==> src/rtl/oisc_alu_unit_if.sv <==
// rtl/oisc_alu_unit_if.sv - bus bundle between a one-instruction bus master and the ALU port unit
// Ports (signals): wr_en/wr_addr/data_in write side, rd_addr/data_out/rd_hit read side,
// carry flag, busy (multiplier running), stall (bus must hold the current transfer).
// Modports: master drives the bus, slave is the ALU unit.
interface oisc_alu_unit_if #(
    parameter int WIDTH  = 8,
    parameter int ADDR_W = 5
);
    logic              wr_en;
    logic [ADDR_W-1:0] wr_addr;
    logic [ADDR_W-1:0] rd_addr;
    logic [WIDTH-1:0]  data_in;
    logic [WIDTH-1:0]  data_out;
    logic              rd_hit;
    logic              carry;
    logic              busy;
    logic              stall;

    modport master (
        output wr_en, wr_addr, rd_addr, data_in,
        input  data_out, rd_hit, carry, busy, stall
    );

    modport slave (
        input  wr_en, wr_addr, rd_addr, data_in,
        output data_out, rd_hit, carry, busy, stall
    );
endinterface

==> src/rtl/oisc_alu_unit.sv <==
// rtl/oisc_alu_unit.sv - memory-mapped ALU ports (ACC/ADD/SUB/AND/OR/XOR/CARRY/MUL/MULHI) for a move-only CPU
// Purpose: accumulator plus per-op operand registers whose reads return operand op acc;
// optional sequential shift-add multiplier, compiled only when OISC_ALU_MUL_EN is defined.
// Ports: clk - clock; rst - asynchronous active-low reset;
//        bus - oisc_alu_unit_if.slave (wr_en, wr_addr, rd_addr, data_in, data_out, rd_hit, carry, busy, stall).
// Port map: BASE+0 ACC, +1 ADD, +2 SUB, +3 AND, +4 OR, +5 XOR, +6 CARRY, +7 MUL, +8 MULHI.
module oisc_alu_unit #(
    parameter int WIDTH  = 8,
    parameter int ADDR_W = 5,
    parameter int BASE   = 0
) (
    input  logic             clk,
    input  logic             rst,
    oisc_alu_unit_if.slave   bus
);
    localparam logic [ADDR_W-1:0] A_ACC   = ADDR_W'(BASE + 0);
    localparam logic [ADDR_W-1:0] A_ADD   = ADDR_W'(BASE + 1);
    localparam logic [ADDR_W-1:0] A_SUB   = ADDR_W'(BASE + 2);
    localparam logic [ADDR_W-1:0] A_AND   = ADDR_W'(BASE + 3);
    localparam logic [ADDR_W-1:0] A_OR    = ADDR_W'(BASE + 4);
    localparam logic [ADDR_W-1:0] A_XOR   = ADDR_W'(BASE + 5);
    localparam logic [ADDR_W-1:0] A_CARRY = ADDR_W'(BASE + 6);

    logic [WIDTH-1:0] acc_q, op_add_q, op_sub_q, op_and_q, op_or_q, op_xor_q;
    logic             carry_q, carry_d;
    logic [WIDTH:0]   add_full, sub_full;

    // Carry/borrow comes from the written value against the pre-edge accumulator.
    assign add_full = {1'b0, bus.data_in} + {1'b0, acc_q};
    assign sub_full = {1'b0, bus.data_in} - {1'b0, acc_q};

    always_comb begin
        carry_d = carry_q;
        if (bus.wr_en && bus.wr_addr == A_ADD)
            carry_d = add_full[WIDTH];
        else if (bus.wr_en && bus.wr_addr == A_SUB)
            carry_d = sub_full[WIDTH];
    end

    always_ff @(posedge clk or negedge rst) begin
        if (!rst) begin
            acc_q    <= '0;
            op_add_q <= '0;
            op_sub_q <= '0;
            op_and_q <= '0;
            op_or_q  <= '0;
            op_xor_q <= '0;
            carry_q  <= 1'b0;
        end else begin
            carry_q <= carry_d;
            if (bus.wr_en) begin
                case (bus.wr_addr)
                    A_ACC:   acc_q    <= bus.data_in;
                    A_ADD:   op_add_q <= bus.data_in;
                    A_SUB:   op_sub_q <= bus.data_in;
                    A_AND:   op_and_q <= bus.data_in;
                    A_OR:    op_or_q  <= bus.data_in;
                    A_XOR:   op_xor_q <= bus.data_in;
                    default: ;
                endcase
            end
        end
    end

`ifdef OISC_ALU_MUL_EN
    localparam logic [ADDR_W-1:0] A_MUL   = ADDR_W'(BASE + 7);
    localparam logic [ADDR_W-1:0] A_MULHI = ADDR_W'(BASE + 8);
    localparam int                CNT_W   = (WIDTH > 1) ? $clog2(WIDTH) : 1;
    localparam logic [CNT_W-1:0]  CNT_LAST = CNT_W'(WIDTH - 1);

    typedef enum logic {S_IDLE, S_BUSY} state_t;

    state_t             state_q;
    logic               busy_q;
    logic [CNT_W-1:0]   cnt_q;
    logic [2*WIDTH-1:0] mcand_q;    // snapshot of data_in, shifted left each step
    logic [WIDTH-1:0]   mplier_q;   // snapshot of acc, shifted right each step
    logic [2*WIDTH-1:0] part_q;     // running partial product
    logic [2*WIDTH-1:0] prod_q;     // last completed product, visible to reads
    logic [2*WIDTH-1:0] part_d;
    logic               mul_wr, mul_rd;

    assign mul_wr = bus.wr_en && bus.wr_addr == A_MUL;
    assign mul_rd = (bus.rd_addr == A_MUL) || (bus.rd_addr == A_MULHI);
    assign part_d = part_q + (mplier_q[0] ? mcand_q : '0);

    assign bus.busy  = busy_q;
    assign bus.stall = busy_q && (mul_rd || mul_wr);

    always_ff @(posedge clk or negedge rst) begin
        if (!rst) begin
            state_q  <= S_IDLE;
            busy_q   <= 1'b0;
            cnt_q    <= '0;
            mcand_q  <= '0;
            mplier_q <= '0;
            part_q   <= '0;
            prod_q   <= '0;
        end else begin
            case (state_q)
                S_IDLE: begin
                    if (mul_wr) begin
                        mcand_q  <= {{WIDTH{1'b0}}, bus.data_in};
                        mplier_q <= acc_q;
                        part_q   <= '0;
                        cnt_q    <= '0;
                        state_q  <= S_BUSY;
                        busy_q   <= 1'b1;
                    end
                end
                S_BUSY: begin
                    part_q   <= part_d;
                    mcand_q  <= mcand_q << 1;
                    mplier_q <= mplier_q >> 1;
                    cnt_q    <= cnt_q + 1'b1;
                    // The last step's sum goes straight to the result register.
                    if (cnt_q == CNT_LAST) begin
                        prod_q  <= part_d;
                        state_q <= S_IDLE;
                        busy_q  <= 1'b0;
                    end
                end
                default: begin
                    state_q <= S_IDLE;
                    busy_q  <= 1'b0;
                end
            endcase
        end
    end
`else
    assign bus.busy  = 1'b0;
    assign bus.stall = 1'b0;
`endif

    always_comb begin
        bus.data_out = '0;
        bus.rd_hit   = 1'b1;
        case (bus.rd_addr)
            A_ACC:   bus.data_out = acc_q;
            A_ADD:   bus.data_out = op_add_q + acc_q;
            A_SUB:   bus.data_out = op_sub_q - acc_q;
            A_AND:   bus.data_out = op_and_q & acc_q;
            A_OR:    bus.data_out = op_or_q | acc_q;
            A_XOR:   bus.data_out = op_xor_q ^ acc_q;
            A_CARRY: bus.data_out = WIDTH'(carry_q);
`ifdef OISC_ALU_MUL_EN
            A_MUL:   bus.data_out = prod_q[WIDTH-1:0];
            A_MULHI: bus.data_out = prod_q[2*WIDTH-1:WIDTH];
`endif
            default: bus.rd_hit = 1'b0;
        endcase
    end

    assign bus.carry = carry_q;
endmodule
==> src/flat_wrapper.sv <==
// flat-port wrapper written by rule: the top's interface ports become plain ports
module oisc_alu_unit_flat 
#(
    parameter int WIDTH  = 8,
    parameter int ADDR_W = 5,
    parameter int BASE   = 0
)
  (clk, rst, bus_wr_en, bus_wr_addr, bus_rd_addr, bus_data_in, bus_data_out, bus_rd_hit, bus_carry, bus_busy, bus_stall);
  oisc_alu_unit_if #(.WIDTH(WIDTH), .ADDR_W(ADDR_W)) bus_i ();
  input  logic clk;
  input  logic rst;
  input wire logic [$bits(bus_i.wr_en)-1:0] bus_wr_en;
  input wire logic [$bits(bus_i.wr_addr)-1:0] bus_wr_addr;
  input wire logic [$bits(bus_i.rd_addr)-1:0] bus_rd_addr;
  input wire logic [$bits(bus_i.data_in)-1:0] bus_data_in;
  output wire logic [$bits(bus_i.data_out)-1:0] bus_data_out;
  output wire logic [$bits(bus_i.rd_hit)-1:0] bus_rd_hit;
  output wire logic [$bits(bus_i.carry)-1:0] bus_carry;
  output wire logic [$bits(bus_i.busy)-1:0] bus_busy;
  output wire logic [$bits(bus_i.stall)-1:0] bus_stall;
  assign bus_i.wr_en = bus_wr_en;
  assign bus_i.wr_addr = bus_wr_addr;
  assign bus_i.rd_addr = bus_rd_addr;
  assign bus_i.data_in = bus_data_in;
  assign bus_data_out = bus_i.data_out;
  assign bus_rd_hit = bus_i.rd_hit;
  assign bus_carry = bus_i.carry;
  assign bus_busy = bus_i.busy;
  assign bus_stall = bus_i.stall;
  oisc_alu_unit #(.WIDTH(WIDTH), .ADDR_W(ADDR_W), .BASE(BASE)) u_core (.clk(clk), .rst(rst), .bus(bus_i));
endmodule
==> config.mk <==
export PLATFORM = sky130hd
export DESIGN_NAME = oisc_alu_unit_flat
export DESIGN_NICKNAME = d
export VERILOG_FILES = /design/src/rtl/oisc_alu_unit_if.sv /design/src/rtl/oisc_alu_unit.sv /design/src/flat_wrapper.sv
export SDC_FILE = /design/constraint.sdc
export NUM_CORES = 1
export LEC_CHECK = 0
export ABC_AREA = 1
export ABC_CLOCK_PERIOD_IN_PS = 2620
export BUFFER_PORTS_ARGS = -buffer_cell sky130_fd_sc_hd__buf_2
export CORE_ASPECT_RATIO = 1.25
export CORE_UTILIZATION = 27
export DETAILED_ROUTE_END_ITERATION = 8
export GPL_ROUTABILITY_DRIVEN = 0
export GPL_TIMING_DRIVEN = 0
export HOLD_SLACK_MARGIN = 0.05
export SETUP_SLACK_MARGIN = 0.2
export SLEW_MARGIN = 20
export SYNTH_ARGS = -nofsm -noshare
export SYNTH_HDL_FRONTEND = slang
export SYNTH_SLANG_ARGS = --single-unit
==> constraint.sdc <==
create_clock -name clk -period 2.62 [get_ports clk]
set_input_delay 0.262 -clock clk [delete_from_list [all_inputs] [get_ports clk]]
set_output_delay 0.262 -clock clk [all_outputs]
set_load 0.03 [all_outputs]
Word level (Yosys, flattened, before mapping). Index checks and enable logic that the tools add are counted.

Flip-flop bits (word level): 49.

Add/sub/neg operators: 4. Eq/ne operators: 11. Multiplexer cells: 4. Bitwise logic cells: 3. Reductions and logical operators: 12.

Operators with widths (number): $pmux 8 s7 (1); $eq 5x3->1 const B (5); $eq 5x2->1 const B (4); $reduce_and 2->1 (6); $eq 5x1->1 const B (2); $logic_not 5->1 (2); $add 8x8->9 (1); $sub 8x8->9 (1); $add 8x8->8 (1); $and 8x8->8 (1); $or 8x8->8 (1); $sub 8x8->8 (1); $xor 8x8->8 (1); $reduce_or 7->1 (1); $mux 1 (3); $logic_and 1x1->1 (2); $reduce_bool 2->1 (1).

Longest topological paths before layout. Gate-level depths: netlist of run 1.

Word-level depth: 4. Gate-level depth with buffers: 19.

Worst setup path after synthesis of run 1. No wires, ideal clock.

Path type: flip-flop to flip-flop. From: register u_core.acc_q[1]. To: register u_core.carry_q (netlist: u_core.bus.carry). Arrival time: 1.906 ns. Data required time: 2.503 ns. Slack: 0.597 ns. Stages on the path, launching flop included: 14. Path buffers: 0. Path through: dfrtp_1 -> inv_1 -> ha_1 -> nand3_1 -> o31ai_2 -> xor2_1 -> ha_1 -> nand2_1 -> o21a_1 -> nand2_1 -> nand2_1 -> nand2_1 -> nand2_1 -> nand2_1.

Cells in the longest elaborated chain, start to end: 3. Elaborated cells on any way between the ends: 4.

Ends and longest elaborated chain: start, declared (line oisc_alu_unit.sv:24) `logic [WIDTH-1:0] acc_q, op_add_q, op_sub_q, op_and_q, op_or_q, op_xor_q;`; start signal, assigned (line oisc_alu_unit.sv:53) `A_ACC: acc_q <= bus.data_in;`; $sub 8x8->9 (line oisc_alu_unit.sv:30) `assign sub_full = {1'b0, bus.data_in} - {1'b0, acc_q};`; $mux 1 (line oisc_alu_unit.sv:36) `else if (bus.wr_en && bus.wr_addr == A_SUB)`; $mux 1 (*) (line oisc_alu_unit.sv:34) `if (bus.wr_en && bus.wr_addr == A_ADD)`; end signal, assigned (line oisc_alu_unit.sv:50) `carry_q <= carry_d;`; end, declared (line oisc_alu_unit.sv:25) `logic carry_q, carry_d;`.

Every way passes the cells marked *; elsewhere a longest branch is shown, timed or not. The select of a mux whose other input is x is not followed. A chain may end at the register's enable or synchronous reset.

Final worst setup path of run 1.
From: register u_core.op_sub_q[0]. To: output port bus_data_out[2].

Cells in the longest elaborated chain, start to end: 2.

Ends and longest elaborated chain: start, declared (line oisc_alu_unit.sv:24); start signal, assigned (line oisc_alu_unit.sv:55) `A_SUB: op_sub_q <= bus.data_in;`; $sub 8x8->8 (line oisc_alu_unit.sv:141) `A_SUB: bus.data_out = op_sub_q - acc_q;`; $pmux 8 s7 (line oisc_alu_unit.sv:138) `case (bus.rd_addr)`; end, declared (line flat_wrapper.sv:16) `output wire logic [$bits(bus_i.data_out)-1:0] bus_data_out;`.

Every way passes these cells.

==> flow_metrics.py, run 1 <==
metrics = {
    "yosys": {
        "yosysTopAreaCellShare": 0.3529,
        "syn-mean-instance-area_um2": 7.670,
        "syn_inst": 453,
        "synth-seq-cells": 49,
        "synth_compound_area_frac": 0.1498,
        "synth_xor_area_frac": 0.03781,
        "synth_top_family_by_area": "simple AND/OR/NAND/NOR gates",
        "synth_area_leaders": "dfrtp_1 (35%), nand2_1 (14%), ha_1 (7.9%), inv_1 (4.9%), o21ai_2 (4.0%)",
        "muxShareOfSynthArea": 0,
        "yosys.area_share.simple": 0.2805,
        "synth.largest_area_cell": "dfrtp_1",
        "yosysWarnings": 0,
        "synth-seq-area-share": 0.3529,
        "syn_area_um2": 3475,
        "synth_cell_type_count": 38,
        "yosys.area_share.adder": 0.09075,
    },
    "global_route": {
        "grt_antenna_before_repair": 0,
        "grt_pass1_wl_um": 15400,
        "grt_pass1_vias": 3072,
        "track_usage": 0.1531,
        "grt_max_degree": 50,
        "grt_overflow": 0,
    },
    "drt": {
        "vias": 3099,
        "wire_per_inst_um": 14.22,
        "drt_iter0_markers": 156,
        "drc": 0,
        "drtAntennaViolNets": 0,
        "wl_um": 9414,
        "drt_first_pass_iters": 4,
        "viasPerCell": 4.681,
    },
    "timing": {
        "skew_ns": 0.002732,
        "min_period_over_period": 0.9093,
        "layout_min_cycle_time_ns": 2.382,
        "fmax_mhz": 419.8,
        "fin_setup_tns_ns": 0,
        "hold_violations": 0,
        "setup_viol": 0,
        "slew_headroom": 0.5753,
        "tightest_slew_ns": 0.6347,
        "drv_slew": 0,
        "rsz0062_at_grt": "true",
    },
    "finish": {
        "design_area_um2": 4202,
        "syn2layout_area_growth_pct": 20.92,
        "drive_above_1_share": 0.2169,
        "final_util": 0.3407,
        "antenna_cells": 0,
        "layout.nets": 542,
    },
    "clock_tree": {
        "numCtsBuffers": 5,
        "cts_root_buffer": "clkbuf_16",
        "htreeDepth": 2,
        "clk_pin_slew_worst_paths_ns": 0.07,
        "cts.sinks": 49,
        "clk_latency_ns": 0.29,
        "clockBufferDepth": 2,
        "cts_tree": "yes",
    },
    "min_path": {
        "min_from": "bus_data_in[7]",
        "hold_path_depth": 3,
        "min_path_type": "in -> reg",
    },
    "critical_path": {
        "path_buf_inv": 3,
        "crit_start": "u_core.op_sub_q[0]",
        "cp_top_family": "adder cells",
        "cp_slowest_cell": "dfrtp_1",
        "rr_startpoint": "u_core.acc_q[0]",
        "crit_top_cell": "inv_1",
        "worstPathMaxFanout": 3,
        "worst_setup_path_start_kind": "flop",
        "path_cells": "inv_1 > ha_1 > inv_1 > fa_2 > or2_2 > a31oi_4 > nand3_2 > buf_6",
        "reg2reg_depth": 14,
        "endpoint_kind": "output pin",
        "crit_required_ns": 2.36,
        "cp.arrival_ns": 2.12,
        "critPathKind": "reg -> out",
        "cp.depth": 8,
        "crit_path_max_incr_delay_ns": 0.38,
    },
    "floorplan": {
        "fp.dieW_um": 103.5,
        "die_h_um": 128.8,
        "ioPinCount": 33,
        "start_util": 0.2818,
        "dieArea_um2": 13330,
        "std_cell_rows": 45,
        "core_area_um2": 12330,
    },
    "place": {
        "dpl-instance-area_um2": 3834,
        "place_hpwl_um": 7394,
        "portBuffers": 30,
    },
    "power_and_ir_drop": {
        "leakage_nw": 2.139,
        "ir_worst_vdd_v": 0.0002502,
        "powerDensity_nw_per_um2": 718.2,
    },
    "run_status": {
        "status": "finished, final reports clean",
    },
    "job": {
        "drv_cap": 0,
    },
}
## worst min-delay path, stage by stage
cell	delay (ns)
buf_2	0.09
inv_1	0.13
o21ai_2	0.15
## layout by cell type (no fill, tap or decap), types with 2 or more instances in the layout
cell type / count
a21oi_1: 14
buf_4: 10
o211ai_1: 2
fa_2: 2
bufinv_16: 2
buf_6: 10
dfrtp_1: 47
a21oi_2: 2
nand3_1: 26
nand3_2: 2
o21ai_0: 18
buf_2: 26
nand2_2: 2
ha_4: 3
dfrtp_2: 2
nand2_1: 132
inv_2: 3
clkbuf_16: 5
o21ai_2: 16
ha_1: 18
clkbuf_4: 4
nor2_4: 2
nor2_2: 3
nand4_4: 2
or2_2: 4
xor2_1: 14
o21ai_1: 26
nand4_1: 5
nand3b_1: 4
conb_1: 2
inv_1: 45
a21o_1: 2
nor2_1: 29
## per-layer routing
metal | part of all wire | vias up | track usage
li1 | - | 1559 | -
met1 | 0.41 | 1468 | 0.1803
met2 | 0.53 | 56 | 0.2813
met3 | 0.038 | 16 | 0.02336
met4 | 0.027 | 0 | 0.04474
met5 | 0 | - | 0
## power breakdown
group          total [W]  switching, W  leakage [nW]  internal [W]
clock           0.000829      0.000284        0.0938      0.000545
sequential       0.00101      0.000109         0.633      0.000902
combinational    0.00118      0.000688          1.41      0.000489
total            0.00302       0.00108          2.14       0.00194
## path summary, 6_finish.rpt
kind	slack (ns)	to
setup / recovery	0.24	bus_data_out[2]
hold / removal	0.38	u_core.op_sub_q[7]
setup reg to reg	0.40	u_core.bus.carry
hold reg to reg	0.49	u_core.op_or_q[1]
max in group asynchronous	1.63	u_core.acc_q[1]
min in group asynchronous	0.54	u_core.op_or_q[4]
## sequential cells by signal, indices dropped and copies added, names as in the netlist
| name | flops |
|---|---|
| u_core.op_sub_q | 8 |
| u_core.bus.carry | 1 |
| u_core.acc_q | 8 |
| u_core.op_or_q | 8 |
| u_core.op_xor_q | 8 |
| u_core.op_add_q | 8 |
| u_core.op_and_q | 8 |
## cell type report
cell class | count | area (um^2)
Buffer | 15 | 140.1
Clock buffer | 5 | 125.1
Clock inverter | 3 | 65.06
Fill cell | 1274 | 8129
Inverter | 48 | 180.2
Multi-Input combinational cell | 342 | 2039
Sequential cell | 49 | 1229
Tap cell | 164 | 205.2
Timing Repair Buffer | 36 | 217.7
## through the flow
stage / setup slack (ns) / power (W) / std cells / hold slack, ns
floorplan: 0.5970 / 0.001808 / 454 / -0.03359
global placement: 0.2426 / 0.002047 / 648 / 0.4669
detailed placement: 0.2481 / 0.002083 / 648 / 0.4680
CTS: 0.1743 / 0.002954 / 659 / 0.2177
global route: 0.1128 / 0.003237 / 662 / 0.4011
finish: 0.2377 / 0.003018 / 662 / 0.3800
## repair_timing
action,CTS,global route
endpoints found under the hold margin,0,19
buffers inserted,3,2
pin swaps,0,5
endpoints found under the setup margin,4,7
hold buffers,0,1
resized for setup,12,25
## cell usage after synthesis (all sizes together)
library cell and n:
nand2 134, o21ai 60, dfrtp 49, inv 48, nor2 34, nand3 28
ha 22, a21oi 16, xor2 14, buf 12, nand4 7, nand3b 4
or2 4, clkbuf 3, nor3 3, a21o 2, fa 2, o211ai 2
a21boi 1, a31oi 1, a32oi 1, conb 1, nor4 1, o21a 1
o21bai 1, o31ai 1, xnor2 1
## cell families after synthesis
logic type | Yosys count
AOI/OAI and AO/OA | 86
xor gates and xnor gates | 15
adders and majority gates | 24
buffers and inverters | 63
DFF | 49
other | 1
and+or+nand+nor | 215
(Power assumes the default switching activity.)
==> run 2: changes to the inputs <==
- CORE_UTILIZATION: 27 -> 44
- CTS_BUF_LIST: unset -> sky130_fd_sc_hd__clkbuf_4
==> run 2 against run 1 <==
- via count rose by 1.6%
- flip-flop and latch count did not move
- non-clock buffer count is 4 higher
- clock skew is essentially flat
- clock power down 59%
- global-route usage rose by 9.3 points
- final cell count shrank 10%
- total power fell by 13%
- worst setup slack lost 0.019 ns
- fmax down 0.79%
- combinational power is 8% higher
- final area is 1.7% lower
- largest power group unchanged
==> flow_metrics.py, run 2 (same netlist as run 1, synthesis figures left out) <==
metrics = {
    "run_status": {
        "status": "finished, final reports clean",
    },
    "critical_path": {
        "worst_setup_path_start_kind": "flop",
        "endpoint_kind": "output pin",
        "cp.arrival_ns": 2.14,
        "critPathKind": "reg -> out",
        "worstPathMaxFanout": 4,
        "crit_required_ns": 2.36,
    },
    "place": {
        "place_hpwl_um": 7045,
        "portBuffers": 30,
    },
    "floorplan": {
        "dieArea_um2": 8258,
        "core_area_um2": 7488,
        "start_util": 0.4640,
        "ioPinCount": 33,
        "fp.dieW_um": 81.48,
        "die_h_um": 101.4,
        "std_cell_rows": 35,
    },
    "power_and_ir_drop": {
        "ir_worst_vdd_v": 0.0002981,
        "leakage_nw": 2.111,
        "powerDensity_nw_per_um2": 639.4,
        "p_total_w": 0.002640,
    },
    "clock_tree": {
        "cts.sinks": 49,
        "htreeDepth": 2,
        "clk_pin_slew_worst_paths_ns": 0.14,
        "clk_latency_ns": 0.36,
        "cts_tree": "yes",
        "clockBufferDepth": 2,
        "numCtsBuffers": 5,
        "cts_root_buffer": "clkbuf_4",
    },
    "timing": {
        "setup_viol": 0,
        "tightest_slew_ns": 0.6677,
        "fmax_mhz": 416.5,
        "slew_headroom": 0.5532,
        "min_period_over_period": 0.9165,
        "layout_min_cycle_time_ns": 2.401,
        "hold_violations": 0,
        "rsz0062_at_grt": "true",
        "drv_slew": 0,
        "fin_setup_tns_ns": 0,
        "skew_ns": 0.002833,
    },
    "global_route": {
        "grt_overflow": 0,
        "track_usage": 0.2459,
        "grt_max_degree": 50,
        "grt_antenna_before_repair": 0,
        "grt_pass1_wl_um": 14870,
        "grt_pass1_vias": 2997,
    },
    "finish": {
        "final_util": 0.5514,
        "final_cell_mix": "nand2_1 (130), dfrtp_1 (47), inv_1 (42), nor2_1 (28), o21ai_1 (27)",
        "final_common_cell": "nand2_1",
        "syn2layout_area_growth_pct": 18.83,
        "antenna_cells": 0,
        "drive_above_1_share": 0.2515,
        "layout.nets": 546,
    },
    "drt": {
        "wl_um": 9432,
        "drt_iter0_markers": 184,
        "drc": 0,
        "drtAntennaViolNets": 0,
        "viasPerCell": 5.312,
        "wire_per_inst_um": 15.91,
        "drt_first_pass_iters": 5,
        "vias": 3150,
    },
    "min_path": {
        "min_path_type": "in -> reg",
    },
    "job": {
        "drv_cap": 0,
    },
}
[run 2: cell types whose count changed in the layout (fill, tap and decap cells not counted), sizes merged]
cell	delta
buf	+4
bufinv	-2
clkbuf	+1
[run 2: repair_timing]
item	4_1_cts	5_1_grt
gates cloned	0	0
setup endpoints to repair	6	7
hold buffers	0	1
resized for setup	23	39
endpoints found under the hold margin	0	49
pin swaps	4	15
setup buffers	5	4
[run 2: final cells by class]
type,count,area (um^2)
plain buffers,15,146.4
well taps,92,115.1
inverters,48,180.2
repair buffers,40,264.0
multi-input cells,342,2146
clock buffers,6,45.04
flip-flops and latches,49,1229
clock inverters,1,3.754
fillers,741,3359
[run 2: worst paths after layout]
check	startpoint	end	slack, ns	cells after the start
max	u_core.acc_q[0]	bus_data_out[2]	0.22	6
max in group asynchronous	rst	u_core.acc_q[0]	1.74	2
min in group asynchronous	rst	u_core.op_xor_q[4]	0.44	2
min reg2reg	u_core.op_or_q[1]	u_core.op_or_q[1]	0.50	2
min	bus_data_in[7]	u_core.op_or_q[7]	0.29	3
max reg2reg	u_core.acc_q[0]	u_core.bus.carry	0.32	14
[run 2: per-layer routing]
layer	vias to the layer above	global-route usage	wire [um]
li1	1572	-	-
met4	0	0.08791	226
met3	18	0.03243	286
met1	1497	0.3092	4196
met5	-	0	0
met2	63	0.4256	4723
[run 2: report_power, final]
group	leakage [nW]	total [W]	switching, W	internal, W
combinational	1.45	0.00128	0.000724	0.000557
clock	0.0292	0.000342	0.000234	0.000108
sequential	0.633	0.00102	0.000116	0.000900
[run 2: critical path, stage by stage (launching register included)]
cell and delay, ns:
dfrtp_2 0.49, ha_4 0.18, fa_2 0.34, or2_4 0.26, a32oi_2 0.24, nand3_2 0.12
buf_6 0.15
[run 2: stage by stage]
| stage | setup WS (ns) | area [um^2] | hold slack, ns | std cells |
|---|---|---|---|---|
| floorplan | 0.5970 | 3478 | -0.03359 | 454 |
| global placement | 0.3114 | 3744 | 0.4672 | 576 |
| detailed placement | 0.2965 | 3744 | 0.4704 | 576 |
| CTS | 0.1931 | 3915 | 0.1230 | 588 |
| global route | 0.1332 | 4129 | 0.2885 | 593 |
| finish | 0.2188 | 4129 | 0.2907 | 593 |
==> run 3: changes to the inputs <==
- ABC_CLOCK_PERIOD_IN_PS: 2620 -> 2700
- CTS_CLUSTER_DIAMETER: unset -> 30
- SETUP_SLACK_MARGIN: 0.2 -> 0.3
- clock period: 2.62 -> 2.7 ns (I/O delays scaled with it)
==> run 3 against run 2 <==
- core utilization did not move
- count of clock-buffer cells in the layout unchanged
- flip-flop and latch count did not move
- clock skew rose by 0.0062 ns
- final area is the same
- via count shrank 0.86%
- first-iteration DRC count down 17%
- critical endpoint unchanged
- combinational power decreased by 3%
- critical path type unchanged
- worst hold slack better by 0.011 ns
==> flow_metrics.py, run 3 (same netlist as run 1, synthesis figures left out) <==
metrics = {
    "finish": {
        "syn2layout_area_growth_pct": 18.83,
        "fin_cells": 593,
        "final_common_cell": "nand2_1",
        "design_area_um2": 4129,
        "multi_input_area_um2": 2146,
        "layout.nets": 546,
        "final_cell_mix": "nand2_1 (130), dfrtp_1 (47), inv_1 (42), nor2_1 (28), o21ai_1 (27)",
        "drive_above_1_share": 0.2515,
        "nFillCells": 745,
        "final-seq-area_um2": 1229,
        "antenna_cells": 0,
    },
    "clock_tree": {
        "cts_root_buffer": "clkbuf_4",
        "clk_pin_slew_worst_paths_ns": 0.14,
        "clk_latency_ns": 0.36,
        "htreeDepth": 2,
        "numCtsBuffers": 5,
        "clockBufferDepth": 2,
        "cts.sinks": 49,
        "cts_tree": "yes",
    },
    "timing": {
        "layout_min_cycle_time_ns": 2.413,
        "tightest_slew_ns": 0.6814,
        "hold_violations": 0,
        "min_period_over_period": 0.8938,
        "setup_viol": 0,
        "fin_setup_tns_ns": 0,
        "worst_hold_slack_ns": 0.3014,
        "slew_headroom": 0.5440,
        "drv_slew": 0,
        "fmax_mhz": 414.4,
        "rsz0062_at_grt": "true",
        "skew_ns": 0.009080,
    },
    "global_route": {
        "grt_max_degree": 50,
        "grt_antenna_before_repair": 0,
        "track_usage": 0.2468,
        "grt_pass1_vias": 3008,
        "grt_pass1_wl_um": 14910,
        "grt_overflow": 0,
    },
    "critical_path": {
        "cp.arrival_ns": 2.14,
        "crit_path_max_incr_delay_ns": 0.49,
        "endpoint_kind": "output pin",
        "path_buf_inv": 1,
        "cp_top_family": "adder cells",
        "crit_required_ns": 2.43,
        "worst_setup_path_start_kind": "flop",
        "critPathKind": "reg -> out",
        "worstPathMaxFanout": 4,
        "path_cells": "ha_4 > fa_2 > or2_4 > a32oi_2 > nand3_2 > buf_6",
        "cp_slowest_cell": "dfrtp_2",
    },
    "floorplan": {
        "dieArea_um2": 8258,
        "ioPinCount": 33,
        "start_util": 0.4640,
        "fp.dieW_um": 81.48,
        "die_h_um": 101.4,
        "std_cell_rows": 35,
        "core_area_um2": 7488,
    },
    "place": {
        "portBuffers": 30,
        "dp_cells": 576,
        "dpl-instance-area_um2": 3744,
        "place_hpwl_um": 7045,
    },
    "power_and_ir_drop": {
        "swShare": 0.4053,
        "internal-power_w": 0.001518,
        "leakage_nw": 2.111,
        "p_switching_w": 0.001035,
        "power_frac_comb": 0.486,
        "ir_worst_vdd_v": 0.0002886,
        "p_clk_frac": 0.128,
        "power_frac_seq": 0.386,
        "p_total_w": 0.002553,
        "powerDensity_nw_per_um2": 618.3,
    },
    "drt": {
        "wire_per_inst_um": 15.87,
        "drt_iter0_markers": 153,
        "vias": 3123,
        "drtAntennaViolNets": 0,
        "wl_um": 9408,
        "drt_first_pass_iters": 5,
        "viasPerCell": 5.266,
        "drc": 0,
    },
    "min_path": {
        "min_path_type": "in -> reg",
    },
    "job": {
        "drv_cap": 0,
    },
    "run_status": {
        "status": "finished, final reports clean",
    },
}
run 3: final cells by class:
type / count / area share
Multi-Input combinational cell: 342 / 0.5197
Sequential cell: 49 / 0.2976
Timing Repair Buffer: 40 / 0.06394
Inverter: 48 / 0.04364
Buffer: 15 / 0.03545
Tap cell: 92 / 0.02788
Clock buffer: 6 / 0.01091
Clock inverter: 1 / 0.0009091
run 3: stage by stage:
stage / worst slack (ns) / utilization
global placement: 0.3834 / 0.4999
global route: 0.2045 / 0.5514
floorplan: 0.6704 / -
CTS: 0.2654 / 0.5263
detailed placement: 0.3765 / 0.4999
finish: 0.2867 / 0.5514
run 3: worst paths after layout:
kind,slack [ns],from,cells after the start,endpoint
worst min register to register,0.50,u_core.op_or_q[1],2,u_core.op_or_q[1]
worst max register to register,0.41,u_core.acc_q[0],14,u_core.bus.carry
max in group asynchronous,1.80,rst,2,u_core.acc_q[0]
min in group asynchronous,0.45,rst,2,u_core.op_xor_q[4]
worst max-delay path,0.29,u_core.acc_q[0],6,bus_data_out[2]
worst min-delay path,0.30,bus_data_in[6],3,u_core.op_or_q[6]
run 3: what timing repair did:
item | in CTS | in global routing
setup endpoints to repair | 6 | 7
hold buffers | 0 | 1
setup buffers | 5 | 4
gates resized for setup | 28 | 32
pin swaps | 4 | 15
endpoints found under the hold margin | 0 | 49
run 3: per-layer routing:
layer  up-vias  GRT usage  routed length (um)
li1       1576          -                   -
met1      1471     0.3103                4167
met2        62     0.4276                4734
met3        14    0.03243                 274
met4         0    0.08791                 231
met5         -          0                   0
run 3: worst register-to-register path, stage by stage (launching register included):
cell and delay, ns:
dfrtp_2 0.49, buf_4 0.18, inv_1 0.08, ha_2 0.19
nand3_2 0.12, o31ai_4 0.24, xor2_1 0.18, ha_1 0.25
nand2_1 0.09, o21a_1 0.15, nand2_1 0.05, nand2_1 0.05
nand2_1 0.04, nand2_1 0.05, nand2_1 0.04
run 3: power by group through the flow:
stage / Combinational, W / Sequential (W) / Clock (W)
6_report: 0.00124 / 0.000987 / 0.000327
5_1_grt: 0.00139 / 0.00100 / 0.000365
4_1_cts: 0.00111 / 0.000977 / 0.000336
3_5_place_dp: 0.00102 / 0.000995 / 0
3_3_place_gp: 0.000997 / 0.000992 / 0
2_1_floorplan: 0.000781 / 0.000973 / 0
